===== src/rtl/decode_stage.sv =====
// RV32I decode stage: accepts raw instructions from fetch over valid/ready,
// tracks the PC of every accepted instruction, and registers a decoded bundle
// (class, register indices, immediate, write enable, illegal flag) for execute.
module decode_stage #(
  parameter logic [31:0] RESET_PC      = 32'h0000_0000,
  parameter bit          SUPPORT_FENCE = 1'b1
) (
  input  logic        clk,
  input  logic        rst,
  input  logic        start_i,
  input  logic [31:0] start_addr_i,
  input  logic        flush_i,
  input  logic [31:0] flush_addr_i,
  input  logic        fetch_valid_i,
  output logic        fetch_ready_o,
  input  logic [31:0] fetch_instr_i,
  output logic [4:0]  rf_rs1_addr_o,
  output logic [4:0]  rf_rs2_addr_o,
  output logic        id_valid_o,
  input  logic        id_ready_i,
  output logic [31:0] id_pc_o,
  output logic [31:0] id_instr_o,
  output logic [3:0]  id_op_o,
  output logic [4:0]  id_rd_o,
  output logic [4:0]  id_rs1_o,
  output logic [4:0]  id_rs2_o,
  output logic [2:0]  id_funct3_o,
  output logic        id_f7b5_o,
  output logic [31:0] id_imm_o,
  output logic        id_we_o,
  output logic        id_illegal_o
);

  typedef enum logic [3:0] {
    OP_NONE   = 4'd0,  OP_LUI    = 4'd1,  OP_AUIPC = 4'd2,  OP_JAL   = 4'd3,
    OP_JALR   = 4'd4,  OP_BRANCH = 4'd5,  OP_LOAD  = 4'd6,  OP_STORE = 4'd7,
    OP_OPIMM  = 4'd8,  OP_OP     = 4'd9,  OP_FENCE = 4'd10, OP_SYSTEM = 4'd11
  } op_t;

  typedef struct packed {
    op_t         op;
    logic [31:0] imm;
    logic        we;
    logic        illegal;
  } dec_t;

  // Pure combinational decode of one instruction word.
  function automatic dec_t decode(input logic [31:0] instr);
    dec_t        d;
    logic [2:0]  f3;
    logic [6:0]  f7;
    logic [31:0] imm_i, imm_s, imm_b, imm_u, imm_j;
    f3    = instr[14:12];
    f7    = instr[31:25];
    imm_i = {{20{instr[31]}}, instr[31:20]};
    imm_s = {{20{instr[31]}}, instr[31:25], instr[11:7]};
    imm_b = {{19{instr[31]}}, instr[31], instr[7], instr[30:25], instr[11:8], 1'b0};
    imm_u = {instr[31:12], 12'h000};
    imm_j = {{11{instr[31]}}, instr[31], instr[19:12], instr[20], instr[30:21], 1'b0};
    d = '{op: OP_NONE, imm: 32'h0, we: 1'b0, illegal: 1'b0};
    case (instr[6:0])
      7'b0110111: begin d.op = OP_LUI;   d.imm = imm_u; d.we = 1'b1; end
      7'b0010111: begin d.op = OP_AUIPC; d.imm = imm_u; d.we = 1'b1; end
      7'b1101111: begin d.op = OP_JAL;   d.imm = imm_j; d.we = 1'b1; end
      7'b1100111: begin
        d.op = OP_JALR; d.imm = imm_i; d.we = 1'b1;
        d.illegal = (f3 != 3'b000);
      end
      7'b1100011: begin
        d.op = OP_BRANCH; d.imm = imm_b;
        d.illegal = (f3 == 3'b010) || (f3 == 3'b011);
      end
      7'b0000011: begin
        d.op = OP_LOAD; d.imm = imm_i; d.we = 1'b1;
        d.illegal = (f3 == 3'b011) || (f3 == 3'b110) || (f3 == 3'b111);
      end
      7'b0100011: begin
        d.op = OP_STORE; d.imm = imm_s;
        d.illegal = (f3 > 3'b010);
      end
      7'b0010011: begin
        d.op = OP_OPIMM; d.imm = imm_i; d.we = 1'b1;
        if (f3 == 3'b001)      d.illegal = (f7 != 7'b0000000);
        else if (f3 == 3'b101) d.illegal = (f7 != 7'b0000000) && (f7 != 7'b0100000);
      end
      7'b0110011: begin
        d.op = OP_OP; d.we = 1'b1;
        // Only SUB and SRA may use the alternate funct7.
        d.illegal = !((f7 == 7'b0000000) ||
                      ((f7 == 7'b0100000) && ((f3 == 3'b000) || (f3 == 3'b101))));
      end
      7'b0001111: begin
        d.op = OP_FENCE;
        d.illegal = !SUPPORT_FENCE;
      end
      7'b1110011: begin
        d.op = OP_SYSTEM; d.imm = imm_i;
        d.we = (f3 != 3'b000);
      end
      default: d.illegal = 1'b1;
    endcase
    if (instr[1:0] != 2'b11) d.illegal = 1'b1;
    if (d.illegal) begin
      d.op  = OP_NONE;
      d.imm = 32'h0;
      d.we  = 1'b0;
    end
    if (instr[11:7] == 5'd0) d.we = 1'b0;
    return d;
  endfunction

  logic [31:0] pc_ff;
  logic        start_q;
  logic        start_edge;
  logic        transfer;
  dec_t        dec;

  assign rf_rs1_addr_o = fetch_instr_i[19:15];
  assign rf_rs2_addr_o = fetch_instr_i[24:20];
  assign fetch_ready_o = (~id_valid_o | id_ready_i) & ~flush_i;
  assign transfer      = fetch_valid_i & fetch_ready_o;
  assign start_edge    = start_i & ~start_q;
  assign dec           = decode(fetch_instr_i);

  // PC tracker, start edge detector and output valid; flush beats start beats transfer.
  always_ff @(posedge clk or negedge rst) begin
    if (!rst) begin
      pc_ff      <= RESET_PC;
      start_q    <= 1'b0;
      id_valid_o <= 1'b0;
    end else begin
      start_q <= start_i;
      if (flush_i) begin
        pc_ff      <= flush_addr_i & ~32'd3;
        id_valid_o <= 1'b0;
      end else if (start_edge) begin
        pc_ff      <= start_addr_i;
        id_valid_o <= 1'b0;
      end else if (transfer) begin
        pc_ff      <= pc_ff + 32'd4;
        id_valid_o <= 1'b1;
      end else if (id_ready_i) begin
        id_valid_o <= 1'b0;
      end
    end
  end

  // Decoded bundle register; only a real transfer updates it, so a stalled bundle holds.
  always_ff @(posedge clk or negedge rst) begin
    if (!rst) begin
      id_pc_o      <= 32'h0;
      id_instr_o   <= 32'h0;
      id_op_o      <= 4'h0;
      id_rd_o      <= 5'h0;
      id_rs1_o     <= 5'h0;
      id_rs2_o     <= 5'h0;
      id_funct3_o  <= 3'h0;
      id_f7b5_o    <= 1'b0;
      id_imm_o     <= 32'h0;
      id_we_o      <= 1'b0;
      id_illegal_o <= 1'b0;
    end else if (transfer && !start_edge) begin
      id_pc_o      <= pc_ff;
      id_instr_o   <= fetch_instr_i;
      id_op_o      <= dec.op;
      id_rd_o      <= fetch_instr_i[11:7];
      id_rs1_o     <= fetch_instr_i[19:15];
      id_rs2_o     <= fetch_instr_i[24:20];
      id_funct3_o  <= fetch_instr_i[14:12];
      id_f7b5_o    <= fetch_instr_i[30];
      id_imm_o     <= dec.imm;
      id_we_o      <= dec.we;
      id_illegal_o <= dec.illegal;
    end
  end

endmodule

===== config.mk =====
export PLATFORM = sky130hd
export DESIGN_NAME = decode_stage
export DESIGN_NICKNAME = d
export VERILOG_FILES = /design/src/rtl/decode_stage.sv
export SDC_FILE = /design/constraint.sdc
export NUM_CORES = 1
export LEC_CHECK = 0
export CAP_MARGIN = 0
export CORE_ASPECT_RATIO = 0.9
export CORE_MARGIN = 2
export CORE_UTILIZATION = 41
export CTS_BUF_LIST = sky130_fd_sc_hd__clkbuf_2 sky130_fd_sc_hd__clkbuf_4 sky130_fd_sc_hd__clkbuf_8
export DETAILED_ROUTE_END_ITERATION = 12
export GPL_TIMING_DRIVEN = 0
export PLACE_DENSITY = 0.73
export SYNTH_ARGS = -nofsm -noshare
export SYNTH_HDL_FRONTEND = slang
export SYNTH_SLANG_ARGS = --single-unit

===== constraint.sdc =====
create_clock -name clk -period 2.4 [get_ports clk]
set_clock_uncertainty 0.05 [all_clocks]
set_input_delay 0.72 -clock clk [delete_from_list [all_inputs] [get_ports clk]]
set_output_delay 0.72 -clock clk [all_outputs]
set_load 0.1 [all_outputs]

## Yosys cells after proc, flatten, opt, wreduce, memory -nomap -nowiden

Index checks and enable logic that the tools add are counted.

| word-level totals | value |
|---|---|
| flip-flop bits (word level) | 155 |
| output and inout port bits | 133 |

| operators by class | value |
|---|---|
| add/sub/neg operators | 1 |
| order comparisons | 1 |
| equality and inequality tests | 20 |
| mux-type cells | 16 |
| bitwise operators | 7 |
| reduce and logical (&&, ||, !) cells | 21 |

Operators with widths:

| operator | count |
|---|---|
| $pmux 32 s5 | 1 |
| $mux 32 | 3 |
| $pmux 4 s11 | 1 |
| $mux 37 | 1 |
| $add 32x3->32 const B | 1 |
| $eq 7x6->1 const B | 4 |
| $eq 7x7->1 const B | 4 |
| $eq 7x5->1 const B | 2 |
| $eq 3x3->1 const B | 3 |
| $mux 1 | 8 |
| $eq 7x2->1 const B | 1 |
| $eq 7x4->1 const B | 1 |
| $logic_not 7->1 | 1 |
| $ne 7x6->1 const B | 1 |
| $pmux 1 s7 | 1 |
| $reduce_bool 7->1 | 1 |
| $reduce_or 7->1 | 1 |
| $eq 3x2->1 const B | 2 |
| $reduce_bool 3->1 | 2 |
| $logic_not 5->1 | 1 |
| $logic_or 1x1->1 | 5 |
| $reduce_or 5->1 | 1 |
| $reduce_bool 4->1 | 1 |
| $reduce_or 4->1 | 1 |
| other kinds (11) | 18 |

## Logic depth before layout (Yosys ltp)

Gate-level depths: netlist of the first run.

| depth | value |
|---|---|
| depth after elaboration | 9 |
| depth in mapped cells | 8 |

## Worst setup path after synthesis of the first run

Ideal clock, no wire load.

| timing | value |
|---|---|
| kind | register to register |
| from | reg id_valid_o |
| to | reg pc_ff[18] |
| library setup time | 0.135 ns |
| arrival | 3.120 ns |
| path slack | -0.906 ns |
| cell stages (with the launch flop) | 6 |
| buffers on the path | 0 |
| period minus slack after synthesis | 3.306 ns |
| cell sequence | dfrtp_1 > nor2b_1 > nor2_1 > nand2_1 > o31ai_1 > a22oi_1 |

| between the ends | value |
|---|---|
| cells in the longest elaborated chain, start to end | 5 |

Ends and longest elaborated chain:

| element | RTL line | RTL |
|---|---|---|
| start, declared | 19 | `output logic id_valid_o,` |
| start signal, assigned | 130 | `id_valid_o <= 1'b0;` |
| start signal, assigned | 135 | `id_valid_o <= 1'b0;` |
| start signal, assigned | 138 | `id_valid_o <= 1'b0;` |
| $not 1->1 | 120 | `assign fetch_ready_o = (~id_valid_o \| id_ready_i) & ~flush_i;` |
| $or 1x1->1 | 120 |  |
| $and 1x1->1 | 120 |  |
| via fetch_ready_o | 15 | `output logic fetch_ready_o,` |
| $and 1x1->1 | 121 | `assign transfer = fetch_valid_i & fetch_ready_o;` |
| $reduce_bool 3->1 (no line) | -- |  |
| end signal, assigned | 134 | `pc_ff <= flush_addr_i & ~32'd3;` |
| end signal, assigned | 137 | `pc_ff <= start_addr_i;` |
| end signal, assigned | 140 | `pc_ff <= pc_ff + 32'd4;` |
| end, declared | 112 | `logic [31:0] pc_ff;` |

The timed path passes the listed nets, and every way through them passes these cells.
A chain may end at the register's enable or synchronous reset.

## Final worst setup path of the first run

| timing | value |
|---|---|
| from | in fetch_instr_i[17] |
| to | out rf_rs1_addr_o[2] |

RTL lines:

| element | RTL line | RTL |
|---|---|---|
| start, declared | 16 | `input logic [31:0] fetch_instr_i,` |
| end, declared | 17 | `output logic [4:0] rf_rs1_addr_o,` |

No word-level cell between the ends.

==> results of run 1 <==
==> metal layers <==
layer  routed length (microns)  track usage, %  part of all wire, %  vias to the layer above
met4                       537            8.65                  2.1                        0
met5                         0               0                    0                        -
met3                      2160            6.02                  8.6                       40
met1                     11200            39.3                   44                     3587
met2                     11300            40.7                   45                      337
li1                          -               -                    -                     3493
==> cell usage after synthesis, types with 3 or more instances <==
cell / n
nand2_1: 271
dfrtp_1: 136
a21oi_1: 72
o31ai_1: 44
o21ai_0: 41
clkbuf_1: 40
buf_4: 29
nor2_1: 27
a22oi_1: 17
nor2b_1: 16
nand3_1: 15
nor3_1: 12
inv_1: 11
buf_2: 10
nand4_1: 10
a2bb2oi_1: 9
nor3b_1: 8
and3_1: 7
buf_1: 7
a211oi_1: 6
a31oi_1: 6
nand2b_1: 6
nand4b_1: 5
xor2_1: 4
and3b_1: 3
buf_6: 3
o41ai_1: 3
==> cells in the final DEF, fill, tap and decap left out, types with 21 or more instances in the layout <==
master / synthesis / layout
o21ai_0: 41 / 40
buf_4: 29 / 41
nor2_1: 27 / 25
dfrtp_1: 136 / 133
clkbuf_2: 0 / 21
a21oi_1: 72 / 72
clkdlybuf4s50_1: 0 / 82
nand2_1: 271 / 269
clkdlybuf4s15_2: 0 / 121
o31ai_1: 44 / 42
==> logic make-up (layout without fill, tap and decap cells) <==
group	count (synthesis)	after routing	share of synthesized area, %
mux	1	1	0.139
flops	136	136	47.2
compound gates	223	223	19.9
buf+inv	100	365	7.20
simple gates	399	399	24.9
fa+ha+maj	1	1	0.173
xor+xnor	4	4	0.486
==> registers in the layout, summed over array words and instances, names as in the netlist <==
signal        flops
id_op_o           4
id_pc_o          32
id_we_o           1
pc_ff            32
id_valid_o        1
id_illegal_o      1
id_imm_o         32
start_q           1
id_instr_o       32
==> worst register-to-register path, stage by stage (launching register included) <==
cell,delay [ps]
dfrtp_2,480
ha_4,190
nand3_1,110
or4_4,550
nor4b_4,220
buf_4,180
a41oi_1,130
o221a_1,260
==> final timing paths <==
check	startpoint	to	slack [ps]	depth (start not counted)
setup / recovery	fetch_instr_i[17]	rf_rs1_addr_o[2]	7	3
min in group clk	id_imm_o[7]	id_imm_o[7]	430	2
hold / removal	rst	start_q	140	1
hold reg to reg	id_imm_o[7]	id_imm_o[7]	430	2
max in group asynchronous	rst	id_illegal_o	1330	2
setup reg to reg	pc_ff[2]	pc_ff[30]	110	7
==> where the power goes <==
part	switching [mW]	leakage (nW)	total, mW	internal [mW]
Combinational	2.66	2.67	3.49	0.833
Clock	1.02	0.197	1.97	0.945
Sequential	0.234	1.78	2.79	2.55
Total	3.92	4.65	8.25	4.33
==> repair_timing <==
| item | CTS | global route |
|---|---|---|
| endpoints found under the hold margin | 0 | 0 |
| buffers inserted | 4 | 2 |
| setup endpoints to repair | 247 | 119 |
| resized for setup | 484 | 51 |
| pin swaps | 2 | 2 |
==> final cells by class <==
| class | instances | share of cell area [%] |
|---|---|---|
| Buffer | 87 | 4.91 |
| Clock buffer | 17 | 2.20 |
| Sequential cell | 136 | 32.1 |
| Tap cell | 235 | 2.77 |
| Timing Repair Buffer | 235 | 23.9 |
| Inverter | 11 | 0.389 |
| Multi-Input combinational cell | 628 | 32.1 |
| Clock inverter | 15 | 1.58 |
==> stage by stage <==
| step | std cells | setup slack (ps) | area [sq um] | TNS [ps] |
|---|---|---|---|---|
| 2_1_floorplan | 864 | 58.5 | 7220 | 0 |
| 6_report | 1364 | 6.56 | 10600 | 0 |
| 3_3_place_gp | 1327 | -5500 | 9800 | -792720 |
| 5_1_grt | 1364 | -8.99 | 10600 | -12.1 |
| 3_5_place_dp | 1328 | -1090 | 9830 | -112290 |
| 4_1_cts | 1363 | -118 | 10500 | -118 |
==> results.md, run 1 <==
- Port bufs: 228
- Multi-input gate area: 3420 sq um
- Reg area: 3410 sq um
- Static leakage: 4.65 nW
- YS warnings: 0
- HP Class: input port to async pin
- Hold_buf cts: 0
- Worst-case clock buffer depth: 2
- Worst setup SP type: input port
- Full die area: 18,700 sq um
- GPL Wtd Cong: 0.949
- Filler Cell Count: 1,493
- Top_reg_cell synth: dfrtp_1
- Critical path type: input port to output port
- Layout cells sized above 1: 24.4%
- Minimum hold slack: 141 ps
- Top achievable clock speed: 418 MHz
- Max-Cap Viols: 0
- CP arrival: 1620 ps
- Critical path peak fanout: 3
- Worst slew pin tran: 629 ps
- 1st-iter DRT viols: 690
- Post-DP HPWL: 18,700 microns
- Clk sinks: 136
- Vias: 7,457
- Vias in the first global route: 6,999
- Initial Utilization: 42.3%
- Wire per inst: 18.4 microns
- Rows: 45
- Root buf cell: clkbuf_8
- First-pass GRT wire length: 38,800 microns
- Seq/Total Area, Yosys: 47.2%
- Yosys top cell by area: dfrtp_1
- Critical path's largest stage delay: 550 ps
- CTS buffer count: 17
- Tot Pwr: 8.25 mW
- Number of synthesized flops with an enable pin: 0
- Worst EP required: 1630 ps
- Via density: 5.47
- Ranking of synthesized cells by area: dfrtp_1 (47%), nand2_1 (14%), a21oi_1 (5.0%)
- Area delta synth->final: 47.3%
- Power per cell area: 776 nW/um^2
- Crit. End Element: output port
- Crit path buffers/inverters: 3
- I/O pins: 235
- Initial antenna violation count: 0
- Largest net degree at the start of global routing: 84
- Slew Viols, Final: 0
- Utilization of the core after routing: 62.3%
- Final hold vios: 0
- Gr usage total: 27.1%
- Diode count: 0
- Syn Area/Cell: 8.35 sq um
- Post-synth top area share: 47.2%
- Period minus WS final: 2390 ps
- Cell Area, Synth: 7210 sq um
- Crit-path leading delay family: buffers and inverters
- Register bit total from synthesis: 136
- Part of the cycle the worst path needs: 99.7%
- Die height: 130 microns
- Syn nets: 967
- Post-Route WL: 25,200 microns
- DR pass1 iterations: 5
- Critical-path top delay cell: clkdlybuf4s50_1
- VDD IR max: 0.577 mV
- Crit-path cells: clkdlybuf4s50_1 > buf_4 > buf_6
- Status: finished clean
- Post-route ant nets: 0
- Clock latency on the worst-skew pair: 470 ps
- CTS tree: built
- DIE WIDTH: 144 microns
- Post-synth ARST share: 100%
- Synth cell types: 65
- Grt total ovfl: 0
- Post-Synthesis Cells: 864
- Rel. slew slack: 58.0%
- CTS HTree Levels: 4
- Final nets: 1,219
- Core footprint: 17,100 sq um
- Drc violations: 0
- Clock-pin slew on the worst setup and hold paths: 90 ps
- Setup-failing EPs final: 0
(Power assumes the default switching activity.)
==> run 2, diff against run 1 <==
GPL_TIMING_DRIVEN = unset   (was 0)
==> run 2 against run 1 <==
Against the previous run: final cell count is 1.7% higher; worst setup slack better by 30 ps; sequential cell count stayed put; non-clock buffer count is 23 higher; clock power is 3% lower; via count is 0.86% lower; sequential power hardly changed; register-to-register slack hardly changed; hold slack worse by 39 ps; power is 0.75% lower; critical path type is now input port to register; largest cell class is now registers; largest power group unchanged; highest routed layer unchanged.
==> results.md, run 2 (synthesis gave the netlist of run 1 again) <==
- Status: finished clean
- Switching share of power: 46.8%
- Drc violations: 0
- Final nets: 1,242
- Rows: 45
- Setup-failing EPs final: 0
- Die height: 130 microns
- Hold_buf cts: 0
- Finished Layout Cells: 1,387
- Diode count: 0
- DR pass1 iterations: 5
- Initial Utilization: 42.3%
- Rel. slew slack: 75.8%
- Flop pwr share: 34.0%
- Worst setup SP type: input port
- Vias in the first global route: 7,028
- Power per cell area: 770 nW/um^2
- Post-DP HPWL: 18,000 microns
- Period minus WS final: 2360 ps
- Layout cells sized above 1: 26.6%
- Final hold vios: 0
- Root buf cell: clkbuf_8
- Most common cell after layout, fill and taps aside: nand2_1
- CTS HTree Levels: 4
- Core footprint: 17,100 sq um
- DIE WIDTH: 144 microns
- Max-Cap Viols: 0
- 1st-iter DRT viols: 638
- Critical path peak fanout: 7
- Clock-pin slew on the worst setup and hold paths: 90 ps
- Worst r2r src: pc_ff[2]
- Crit path to: id_op_o[0]
- Worst EP required: 2670 ps
- Vias: 7,393
- CP arrival: 2640 ps
- Wire per inst: 17.4 microns
- Filler Cell Count: 1,492
- Crit. End Element: register
- Tot Pwr: 8.19 mW
- Clock power share: 23.4%
- I/O pins: 235
- Full die area: 18,700 sq um
- Comb power frac: 42.7%
- HP Class: input port to async pin
- Design area: 10,600 sq um
- R2R Setup Slk: 120 ps
- Crit path from: fetch_instr_i[0]
- Post-route ant nets: 0
- Post-Route WL: 24,100 microns
- Static leakage: 5.00 nW
- Critical path's largest stage delay: 490 ps
- Via density: 5.33
- FF-to-FF End: pc_ff[30]
- Grt total ovfl: 0
- Most frequent cells in the layout: nand2_1 (270), buf_4 (221), dfrtp_1 (135)
- Worst Reg-to-Reg Cells: 6
- Gr usage total: 25.9%
- Initial antenna violation count: 0
- Cell Area, Placed: 10,200 sq um
- Slew Viols, Final: 0
- Worst slew pin tran: 354 ps
- CTS buffer count: 17
- Worst-case clock buffer depth: 2
- First-pass GRT wire length: 37,500 microns
- Utilization of the core after routing: 62.3%
- Minimum hold slack: 103 ps
- Largest net degree at the start of global routing: 60
- GPL Wtd Cong: 0.923
- RSZ-0062 raised after global routing: false
- Critical path type: input port to register
- Crit-path cells: clkdlybuf4s50_1 > and2_0 > nand2_1 > nor3_1 > buf_4 > a211o_1 > buf_4 > o41ai_1
- Clk sinks: 136
- Psw: 3.83 mW
- Part of the cycle the worst path needs: 98.5%
- CTS tree: built
- Cells after DPL: 1,353
- Port bufs: 232
- Top achievable clock speed: 423 MHz
- Critical-path top delay cell: clkdlybuf4s50_1
- VDD IR max: 0.659 mV
- Clock latency on the worst-skew pair: 450 ps
- Internal power: 4.36 mW
- Area delta synth->final: 47.4%
- Most frequent cell on the critical path: buf_4
## run 2: changes by cell type in the layout (fill, tap and decap cells not counted), sizes merged
cell / delta
clkinv: +2
clkdlybuf4s15: -121
clkinvlp: -1
buf: +179
inv: -2
clkbuf: -37
dlygate4sd2: -3
dlymetal6s2s: -5
clkdlybuf4s50: +11
## run 2: worst min path at each step
| stage | startpoint | endpoint | slack, ps | cells past startpoint |
|---|---|---|---|---|
| 2_1_floorplan | rst | id_illegal_o | 370 | 0 |
| 3_3_place_gp | pc_ff[0] | id_pc_o[0] | 410 | 2 |
| 3_5_place_dp | id_imm_o[31] | id_imm_o[31] | 410 | 2 |
| 4_1_cts | rst | id_valid_o | 90 | 1 |
| 5_1_grt | rst | id_valid_o | 100 | 1 |
| 6_report | rst | id_valid_o | 100 | 1 |
## run 2: power by group through the flow
stage | logic, mW | clock network [mW] | registers (mW)
finish | 3.49 | 1.91 | 2.78
CTS | 3.49 | 1.95 | 2.78
detailed placement | 3.49 | 0 | 2.82
floorplan | 1.09 | 0 | 4.24
global placement | 3.46 | 0 | 2.81
global route | 3.65 | 2.05 | 2.82
## run 2: routing by layer
layer  vias up  global-route usage [%]  wire length (microns)
li1       3540                       -                      -
met1      3525                    36.9                  10800
met2       299                    40.4                  11200
met3        29                    5.98                   1790
met4         0                    5.88                    341
met5         -                       0                      0
## run 2: timing repair
item / 4_1_cts / 5_1_grt
gates resized for setup: 6 / 12
pin swaps: 0 / 3
hold endpoints to repair: 0 / 0
setup endpoints to repair: 2 / 16
cloned: 0 / 1
setup buffers: 1 / 0
## run 2: worst max-delay path: cells and delay by family
family | cells | cell delay (ps)
buffers and inverters | 3 | 820
AO/OA/AOI/OAI | 2 | 690
AND/OR/NAND/NOR | 3 | 400
## run 2: final cells by class
| type | count | area (sq um) | share of cell area (%) |
|---|---|---|---|
| well taps | 235 | 294 | 2.77 |
| clock buffers | 18 | 248 | 2.33 |
| repair buffers | 345 | 3110 | 29.3 |
| clock inverters | 14 | 148 | 1.39 |
| inverters | 11 | 41.3 | 0.388 |
| multi-input cells | 628 | 3390 | 31.8 |
| flip-flops and latches | 136 | 3400 | 32.0 |
## run 2: per-stage QoR
step                setup WS, ps  TNS (ps)
finish                      36.6         0
global route                3.21         0
CTS                         24.8         0
detailed placement          -505    -22930
global placement            -462    -21420
floorplan                   58.5         0
==> run 3, diff against run 2 <==
clock period = 2.8 ns   (was 2.4 ns; I/O delays follow)
==> run 3 against run 2 <==
Against the previous run: critical path depth decreased by 3; via count decreased by 2.0%; non-clock buffer count fell by 29; highest routed layer unchanged; global-route usage is 0.62 points lower; design area shrank 2.8%; critical endpoint is now fetch_ready_o; clock power is 4% lower.
==> results.md, run 3 (synthesis gave the netlist of run 1 again) <==
- Filler Cell Count: 1,536
- Diode count: 0
- Rel. slew slack: 57.9%
- Power per cell area: 693 nW/um^2
- GPL Wtd Cong: 0.902
- Post-CTS setup buffers: 0
- Worst slew pin tran: 627 ps
- Cells after DPL: 1,326
- # resized after CTS: 0
- Pre-CTS WS: -254 ps
- Static leakage: 4.83 nW
- Crit. End Element: output port
- Period minus WS final: 2690 ps
- Initial antenna violation count: 0
- Root buf cell: clkbuf_8
- Multi-input gate area: 3320 sq um
- CTS buffer count: 17
- VDD IR max: 0.486 mV
- Rows: 45
- Fraction of met3 tracks used by global routing: 6.31%
- Design area: 10,300 sq um
- Reg area: 3400 sq um
- Post-route ant nets: 0
- Gr usage total: 25.3%
- Critical path type: input port to output port
- Slew Viols, Final: 0
- Fin Setup TNS: 0 ps
- Met1 GRT Util: 35.3%
- Worst EP required: 1910 ps
- Post-DP HPWL: 17,700 microns
- Critical path peak fanout: 5
- DR pass1 iterations: 9
- Area delta synth->final: 43.3%
- Met2 Use GR: 39.3%
- Worst setup SP type: input port
- Finished Layout Cells: 1,358
- Core footprint: 17,100 sq um
- Critical path's largest stage delay: 450 ps
- Drc violations: 0
- Max-Cap Viols: 0
- Setup-failing EPs final: 0
- Die height: 130 microns
- DIE WIDTH: 144 microns
- Grt total ovfl: 0
- Status: finished clean
- I/O pins: 235
- CTS tree: built
- First-pass GRT wire length: 36,600 microns
- Clk sinks: 136
- Via density: 5.33
- 1st-iter DRT viols: 565
- Layout cells sized above 1: 24.0%
- Vias: 7,243
- Final nets: 1,213
- Cell Area, Placed: 9880 sq um
- Wire per inst: 17.1 microns
- Most frequent cells in the layout: nand2_1 (270), buf_4 (201), dfrtp_1 (136)
- Top achievable clock speed: 372 MHz
- RSZ-0062 raised after global routing: false
- Largest net degree at the start of global routing: 112
- Vias in the first global route: 6,949
- Post-Route WL: 23,200 microns
- Critical-path top delay cell: clkdlybuf4s50_1
- Hold_buf cts: 0
- Clock latency on the worst-skew pair: 460 ps
- Utilization of the core after routing: 60.6%
- Initial Utilization: 42.3%
- Crit-path cells: clkdlybuf4s50_1 > nor2b_1 > buf_4 > nor2_4 > buf_12
- Worst-case clock buffer depth: 2
- Full die area: 18,700 sq um
- CTS HTree Levels: 4
- Final hold vios: 0
- HP Class: input port to async pin
- Most used routing layer in global routing: met2
- Part of the cycle the worst path needs: 96.0%
- Clock-pin slew on the worst setup and hold paths: 70 ps
- Port bufs: 232
- Most common cell after layout, fill and taps aside: nand2_1
- Final worst setup slack: 112 ps
- CP arrival: 1800 ps
## run 3: cell count changes in the layout (fill, tap and decap cells not counted), sizes merged, moves of 3 or more
cell	before	now
buf	248	219
clkbuf	18	22
clkdlybuf4s50	93	97
clkinv	7	3
dlygate4sd2	3	0
## run 3: power breakdown
| group | switching [mW] | internal [mW] |
|---|---|---|
| Sequential | 0.192 | 2.19 |
| Clock | 0.778 | 1.07 |
| Combinational | 2.25 | 0.687 |
| Total | 3.22 | 3.94 |
## run 3: stage by stage
stage | power [mW] | hold WS [ps]
4_1_cts | 7.20 | 310
3_3_place_gp | 5.34 | 408
2_1_floorplan | 4.57 | 389
3_5_place_dp | 5.36 | 413
5_1_grt | 7.45 | 320
6_report | 7.16 | 290
## run 3: path summary, 6_finish.rpt
path,startpoint,endpoint,slack [ps],depth (start not counted)
min in group clk,id_pc_o[2],id_pc_o[2],430,2
min,rst,id_pc_o[0],290,1
min reg2reg,id_pc_o[2],id_pc_o[2],430,2
max in group asynchronous,rst,id_instr_o[10],1730,2
max,id_ready_i,fetch_ready_o,110,5
max reg2reg,pc_ff[3],pc_ff[30],310,6
## run 3: worst max-delay path, delay by kind of cell
family,cells,cell delay (ps)
AND/OR/NAND/NOR,2,160
buffers and inverters,3,800
## run 3: cell type report
type,instances,share of cell area (%)
clock buffers,22,2.81
clock inverters,10,1.61
inverters,11,0.400
multi-input cells,628,32.2
flip-flops and latches,136,32.9
well taps,235,2.85
repair buffers,316,27.3
## run 3: layer usage
metal	vias to the layer above	share of wire, %	wire length [microns]
met2	313	46	10600
met5	-	0	0
li1	3476	-	-
met1	3421	44	10200
met4	0	1.7	391
met3	33	8.4	1950
